==> src/rtl/dsp_mac_sequencer.sv <==
// rtl/dsp_mac_sequencer.sv - drives one DSP48A1 slice through clear/accumulate/drain to compute an unsigned dot product
module dsp_mac_sequencer #(
    parameter int LAT      = 3,
    parameter int OPM_SKEW = 1
) (
    input  logic        CLK,
    input  logic        RST,
    input  logic        START,
    input  logic [7:0]  LEN,
    output logic        BUSY,
    input  logic        IN_VALID,
    output logic        IN_READY,
    input  logic [17:0] IN_A,
    input  logic [17:0] IN_B,
    output logic [17:0] DSP_A,
    output logic [17:0] DSP_B,
    output logic [7:0]  DSP_OPMODE,
    output logic        DSP_CE,
    output logic        DSP_RST,
    input  logic [47:0] DSP_P,
    output logic [47:0] RESULT,
    output logic        DONE
);

    localparam logic [7:0] LAT_CNT = 8'(LAT);
    localparam logic [7:0] OPM_FIRST = 8'h01;
    localparam logic [7:0] OPM_ACC   = 8'h09;

    typedef enum logic [2:0] {
        IDLE  = 3'd0,
        CLR   = 3'd1,
        RUN   = 3'd2,
        DRAIN = 3'd3,
        FIN   = 3'd4
    } state_t;

    state_t      state;
    state_t      state_next;
    logic [7:0]  cnt;
    logic [7:0]  len_q;
    logic [47:0] result_q;
    logic        rst_q;
    logic [7:0]  issue_opm;
    logic [7:0]  opm_out;

    always_ff @(posedge CLK) begin
        if (RST) begin
            state <= IDLE;
        end else begin
            state <= state_next;
        end
    end

    always_comb begin
        state_next = state;
        case (state)
            IDLE:    if (START) state_next = (LEN != 8'd0) ? CLR : FIN;
            CLR:     state_next = RUN;
            RUN:     if (IN_VALID && cnt == 8'd1) state_next = DRAIN;
            DRAIN:   if (cnt == 8'd1) state_next = FIN;
            FIN:     state_next = IDLE;
            default: state_next = IDLE;
        endcase
    end

    // cnt holds remaining pairs in RUN, then is reused as the drain countdown.
    always_ff @(posedge CLK) begin
        if (RST) begin
            cnt      <= 8'd0;
            len_q    <= 8'd0;
            result_q <= 48'd0;
            rst_q    <= 1'b1;
        end else begin
            rst_q <= 1'b0;
            case (state)
                IDLE: begin
                    if (START) begin
                        len_q <= LEN;
                        if (LEN == 8'd0) result_q <= 48'd0;
                    end
                end
                CLR: cnt <= len_q;
                RUN: begin
                    if (IN_VALID) cnt <= (cnt == 8'd1) ? LAT_CNT : cnt - 8'd1;
                end
                DRAIN: begin
                    cnt <= cnt - 8'd1;
                    if (cnt == 8'd1) result_q <= DSP_P;
                end
                default: ;
            endcase
        end
    end

    always_comb begin
        BUSY      = 1'b0;
        IN_READY  = 1'b0;
        DSP_A     = 18'd0;
        DSP_B     = 18'd0;
        DSP_CE    = 1'b0;
        DSP_RST   = RST | rst_q;
        DONE      = 1'b0;
        issue_opm = 8'h00;
        RESULT    = RST ? 48'd0 : result_q;
        if (!RST) begin
            case (state)
                CLR: begin
                    BUSY    = 1'b1;
                    DSP_RST = 1'b1;
                    DSP_CE  = 1'b1;
                end
                RUN: begin
                    BUSY      = 1'b1;
                    IN_READY  = 1'b1;
                    DSP_CE    = IN_VALID;
                    DSP_A     = IN_VALID ? IN_A : 18'd0;
                    DSP_B     = IN_VALID ? IN_B : 18'd0;
                    issue_opm = (cnt == len_q) ? OPM_FIRST : OPM_ACC;
                end
                DRAIN: begin
                    BUSY      = 1'b1;
                    DSP_CE    = 1'b1;
                    issue_opm = OPM_ACC;
                end
                FIN: begin
                    BUSY = 1'b1;
                    DONE = 1'b1;
                end
                default: ;
            endcase
        end
    end

    // Opmode must reach the slice's OPMODE register in step with the product it selects.
    generate
        if (OPM_SKEW == 0) begin : g_no_skew
            assign opm_out = issue_opm;
        end else begin : g_skew
            logic [7:0] chain [OPM_SKEW];
            always_ff @(posedge CLK) begin
                if (RST || state == CLR) begin
                    for (int i = 0; i < OPM_SKEW; i++) chain[i] <= 8'h00;
                end else if (DSP_CE) begin
                    chain[0] <= issue_opm;
                    for (int i = 1; i < OPM_SKEW; i++) chain[i] <= chain[i-1];
                end
            end
            assign opm_out = chain[OPM_SKEW-1];
        end
    endgenerate

    assign DSP_OPMODE = RST ? 8'h00 : opm_out;

endmodule

==> config.mk <==
export PLATFORM = sky130hd
export DESIGN_NAME = dsp_mac_sequencer
export DESIGN_NICKNAME = d
export VERILOG_FILES = /design/src/rtl/dsp_mac_sequencer.sv
export SDC_FILE = /design/constraint.sdc
export NUM_CORES = 1
export LEC_CHECK = 0
export BUFFER_PORTS_ARGS = -buffer_cell sky130_fd_sc_hd__buf_4
export CORE_UTILIZATION = 30
export CTS_CLUSTER_DIAMETER = 60
export DETAILED_ROUTE_END_ITERATION = 8
export GPL_ROUTABILITY_DRIVEN = 0
export MAX_ROUTING_LAYER = met4
export PLACE_DENSITY = 0.69
export SYNTH_ARGS = -nofsm -noshare
export SYNTH_HDL_FRONTEND = slang
export SYNTH_SLANG_ARGS = --single-unit
==> constraint.sdc <==
create_clock -name CLK -period 2.5 [get_ports CLK]
set_input_delay 0.5 -clock CLK [delete_from_list [all_inputs] [get_ports CLK]]
set_output_delay 0.5 -clock CLK [all_outputs]
set_load 0.05 [all_outputs]
==> results.toml, run 1 <==
[timing]
skew_ns = 0.00657
hold_viol = 0
period_minus_slack_ns = 2.33
whs_ns = 0.384
setup_slack_ns = 0.168
setup_viol_count_final = 0
post-route-period-util_pct = 93.3
relSlewSlack_pct = 61.1
fmax_ghz = 0.429
tns_ns = 0
rsz0062_at_grt = "false"
worst_slew_pin_slew_ns = 0.584
drv_slew = 0

[yosys]
yosysWarnings = 0
ys_ff_latch = 70
seq_area_frac_synth_pct = 41.3
avgSynthCellArea_um2 = 9.12
synthCells = 377
synth-async-reset-ratio_pct = 0
synthFlopType = "dfxtp_1"
yosysUniqueCellTypes = 48
synth_area_mm2 = 0.00344
synth_edf_count = 2

[global_routing]
grt_max_degree = 49
grt_pass1_vias = 3113
grt.total_usage_pct = 16.0
overflow = 0
grt_pass1_wl_mm = 14.5
antenna_found_initial = 0

[worst_setup_path]
cp.required_ns = 2.00
worstSetupEndpointType = "output pin"
cp-startpoint = "state[2]"
cpLargestDelayFamily = "simple AND/OR/NAND/NOR gates"
path_buf_inv = 2
worst-endpoint-arrival_ns = 1.83
worstPathMaxFanout = 37
crit_path_top_delay_cell = "dfxtp_1"
critPathLaunchType = "register"
crit_top_cell = "buf_4"
r2r_slack_ns = 0.45
cpPeakStageDelay_ns = 0.45
path_cells = "nand2b_1 > nor3_2 > buf_4 > and3_1 > buf_4"
crit_type = "reg -> out"
worstReg2RegStart = "cnt[0]"

[cts]
cts_setup_buffers = 0
cts_buffers = 9
cts_tree = "built"
clkSlewWorstSetupHoldPaths_ns = 0.06
cts_sinks = 70
ctsHtreeMaxLevel = 3
ctsResizeCount = 0
clock_latency_ns = 0.32
cts_root_buffer = "clkbuf_16"
clk_path_buf_depth = 2
cts.hold.buffers_added = 0

[layout]
drive_gt1_share_pct = 40.4
multiInputGateArea_mm2 = 0.00184
finalNonFillerCells = 697
ff_latch_area_mm2 = 0.00142
area_delta_synth_final_pct = 52.8
fin_area_mm2 = 0.00525
nets = 650
fill_cells = 1032
final_core_util_pct = 47.8
n_antenna_cell = 0

[power]
p_clk_share_pct = 42.9
p_switching_mw = 0.771
power_mw = 2.95
power_frac_seq_pct = 40.2
p_int_mw = 2.18
comb_power_share_pct = 16.9
vdd_drop_max_mv = 0.286
switching_share_pct = 26.1
p_leak_nw = 2.57
powerDensity_mw_per_mm2 = 561

[floorplan]
core_region_area_mm2 = 0.0110
start_util_pct = 31.3
boundaryPins = 193
die_area_mm2 = 0.0119
fp-row-count = 38
fp.dieH_um = 109
die_w_um = 109

[placed_design]
placed_cell_area_mm2 = 0.00495
placedCellCount = 681
numPortBuffers = 186
dp_hpwl_mm = 7.14
place_ws_ns = 0.310

[route]
drt_iter0_markers = 159
vias = 3433
wirelength_mm = 9.78
wl_per_cell_um = 14.0
ant_nets = 0
drc = 0
vias_per_cell = 4.93
firstDrtPassIters = 4

[status]
outcome = "finished, final reports clean"

[worst_hold_path]
hold_start = "DSP_P[34]"
hold_path_class = "in -> reg"

[job]
max_cap_viol_count = 0
==> cells by family after synthesis <==
| kind of cell | synth area share [%] |
|---|---|
| AOI/OAI and AO/OA | 20.7 |
| muxes | 0.582 |
| buffers and inverters | 6.62 |
| adders and majority gates | 0.728 |
| xor gates and xnor gates | 2.29 |
| DFF | 41.3 |
| other | 0.109 |
| and+or+nand+nor | 27.6 |
==> Yosys cell counts, types with 2 or more instances <==
library cell | count | area share (%)
nor2b_1 | 53 | 9.6
nand2b_1 | 4 | 0.73
o32ai_1 | 2 | 0.51
dfxtp_1 | 68 | 40
clkbuf_1 | 24 | 2.6
mux2i_1 | 2 | 0.58
nor2_1 | 10 | 1.1
nand2_1 | 28 | 3.1
nor4_1 | 4 | 0.73
or4_1 | 3 | 0.65
buf_2 | 2 | 0.29
buf_4 | 9 | 2.0
a2111oi_0 | 2 | 0.51
edfxtp_1 | 2 | 1.7
buf_6 | 4 | 1.3
a211o_1 | 3 | 0.76
or3_1 | 5 | 0.91
ha_1 | 2 | 0.73
xor2_1 | 9 | 2.3
inv_1 | 3 | 0.33
o41ai_1 | 2 | 0.51
nor4b_1 | 2 | 0.51
o21ai_0 | 3 | 0.44
a31oi_1 | 2 | 0.36
nor3_1 | 3 | 0.44
a21oi_1 | 22 | 3.2
a22o_1 | 48 | 12
and3_1 | 36 | 6.6
==> path summary, 6_finish.rpt <==
| kind | end | cells after the start |
|---|---|---|
| min | result_q[34] | 2 |
| max reg2reg | cnt[0] | 5 |
| min reg2reg | len_q[4] | 2 |
| max | DSP_A[11] | 5 |
==> sequential cells by signal, summed over array words and instances (netlist names) <==
name and cells:
g_skew.chain 2, len_q 8, state 3, cnt 8, rst_q 1, result_q 48
==> routing by layer <==
layer	share of wire (%)	vias up	global-route usage, %
met5	0	-	-
met1	41	1569	18.6
met2	49	169	27.1
met3	8.8	6	3.47
li1	-	1689	-
met4	0.76	0	5.89
==> cell usage in the layout, fill, tap and decap left out, drive strengths merged, types with 2 or more instances in the layout <==
cell type,instances
a2111oi,2
a211o,3
a21oi,22
a22o,48
a31oi,2
and3,36
buf,199
clkbuf,11
clkinv,3
conb,6
dfxtp,68
edfxtp,2
ha,2
inv,4
mux2i,2
nand2,28
nand2b,4
nor2,10
nor2b,53
nor3,4
nor4,5
nor4b,3
o21ai,3
o32ai,3
o41ai,2
or3,6
or4,3
xor2,9
==> worst reg2reg max path: stages, from the launching register on <==
cell and delay (ns):
dfxtp_1 0.48, ha_1 0.23, nor4b_2 0.48, a21oi_1 0.33
a211o_1 0.35, a21oi_1 0.12
==> power by group through the flow <==
stage               clock (mW)  combinational, mW  sequential [mW]
finish                    1.27              0.497             1.19
global route              1.34              0.540             1.19
CTS                       1.29              0.498             1.18
detailed placement           0              0.496             1.21
global placement             0              0.488             1.21
floorplan                    0              0.304             1.20
==> cell type report <==
cell class,count,area share [%]
inverter,3,0.214
tap,140,3.33
clock buffer,11,4.62
multi-input combinational,269,35.0
sequential,70,27.1
clock inverter,5,1.10
timing repair buffer,199,28.7
(Power assumes the default switching activity.)
==> run 2, diff against run 1 <==
- CELL_PAD_IN_SITES_DETAIL_PLACEMENT: unset -> 1
- CELL_PAD_IN_SITES_GLOBAL_PLACEMENT: unset -> 2
- CORE_UTILIZATION: 30 -> 24
- PLACE_DENSITY: 0.69 -> 0.91
==> results.toml, run 2 (same netlist as run 1, synthesis figures left out) <==
[status]
outcome = "finished, final reports clean"

[power]
powerDensity_mw_per_mm2 = 555
vdd_drop_max_mv = 0.299
p_leak_nw = 2.57

[worst_setup_path]
worstSetupEndpointType = "output pin"
worst-endpoint-arrival_ns = 1.87
worstPathMaxFanout = 37
crit_type = "reg -> out"
r2r-end = "cnt[0]"
reg2regPathDepth = 5
critPathLaunchType = "register"
cp.required_ns = 2.00
cp-startpoint = "state[0]"
critPathCapture = "DSP_A[7]"
r2r_slack_ns = 0.42
worstReg2RegStart = "cnt[0]"

[timing]
period_minus_slack_ns = 2.37
post-route-period-util_pct = 95.0
skew_ns = 0.00767
fmax_ghz = 0.421
worst_slew_pin_slew_ns = 0.604
setup_slack_ns = 0.125
drv_slew = 0
rsz0062_at_grt = "false"
hold_viol = 0
relSlewSlack_pct = 59.7
setup_viol_count_final = 0
tns_ns = 0

[cts]
ctsHtreeMaxLevel = 3
clock_latency_ns = 0.33
cts_setup_buffers = 0
cts_buffers = 9
cts.hold.buffers_added = 0
ctsResizeCount = 0
clkSlewWorstSetupHoldPaths_ns = 0.06
clk_path_buf_depth = 2
cts_tree = "built"
cts_sinks = 70
cts_root_buffer = "clkbuf_16"

[placed_design]
placed_cell_area_mm2 = 0.00502
dp_hpwl_mm = 8.46
place_ws_ns = 0.296
numPortBuffers = 186

[floorplan]
die_area_mm2 = 0.0148
fp-row-count = 43
core_region_area_mm2 = 0.0139
boundaryPins = 193
die_w_um = 122
fp.dieH_um = 122
start_util_pct = 24.7

[global_routing]
grt.total_usage_pct = 15.6
use_met1_pct = 17.6
grtUsageMet2_pct = 26.6
overflow = 0
grt_pass1_vias = 3513
grt_pass1_wl_mm = 17.6
grt_max_degree = 49
met3_usage_pct = 3.84
grt-busiest-layer = "met2"
antenna_found_initial = 0

[job]
max_cap_viol_count = 0

[route]
wirelength_mm = 11.3
ant_nets = 0
drt_iter0_markers = 81
firstDrtPassIters = 4
vias = 3526
wl_per_cell_um = 15.3
vias_per_cell = 4.78
drc = 0

[layout]
nets = 651
final_cell_mix = "buf_4, dfxtp_1, nor2b_1, a22o_1, and3_1"
reg_top3 = "result_q (48), cnt (8), len_q (8)"
drive_gt1_share_pct = 40.9
largest_register_ffs = 48
fin_area_mm2 = 0.00533
final_core_util_pct = 38.2
area_delta_synth_final_pct = 55.0
final_common_cell = "buf_4"
n_antenna_cell = 0
top_register = "result_q"

[worst_hold_path]
hold_path_class = "in -> reg"
hold_start = "DSP_P[40]"
run 2: through the flow:
stage | total power [mW] | hold WS (ns) | cells
after floorplan | 1.50 | 0.461 | 382
after global placement | 1.71 | 0.481 | 722
after detailed placement | 1.72 | 0.490 | 722
after CTS | 3.00 | 0.367 | 738
after global routing | 3.10 | 0.367 | 738
final | 2.96 | 0.382 | 738
run 2: where the power goes:
part           internal (mW)  leakage [nW]  switching, mW
clock network          0.784         0.142          0.478
logic                  0.229          1.85          0.283
registers               1.15         0.571         0.0360
total                   2.16          2.57          0.797
run 2: worst max-delay path, stage by stage, from the launching register on:
cell and delay, ns:
dfxtp_1 0.33, buf_4 0.23, nor3_2 0.33, buf_12 0.22
and3_1 0.21, buf_4 0.21
run 2: worst min path at each step:
stage                     cells past startpoint      endpoint
after global routing                          2  result_q[47]
after detailed placement                      2      len_q[4]
final                                         2  result_q[40]
after global placement                        2      len_q[7]
after floorplan                               2      len_q[2]
after CTS                                     2  result_q[47]
run 2: final cells by class:
type,count,area (um2)
inverters,3,11.3
clock buffers,12,278
well taps,180,225
fillers,1625,8610
repair buffers,200,1530
flip-flops and latches,70,1420
clock inverters,4,27.5
multi-input cells,269,1840
run 2: layer usage:
layer	routed length, um	share of wire (%)
met1	4710	42
met2	5470	49
met3	872	7.7
met4	225	2.0
met5	0	0
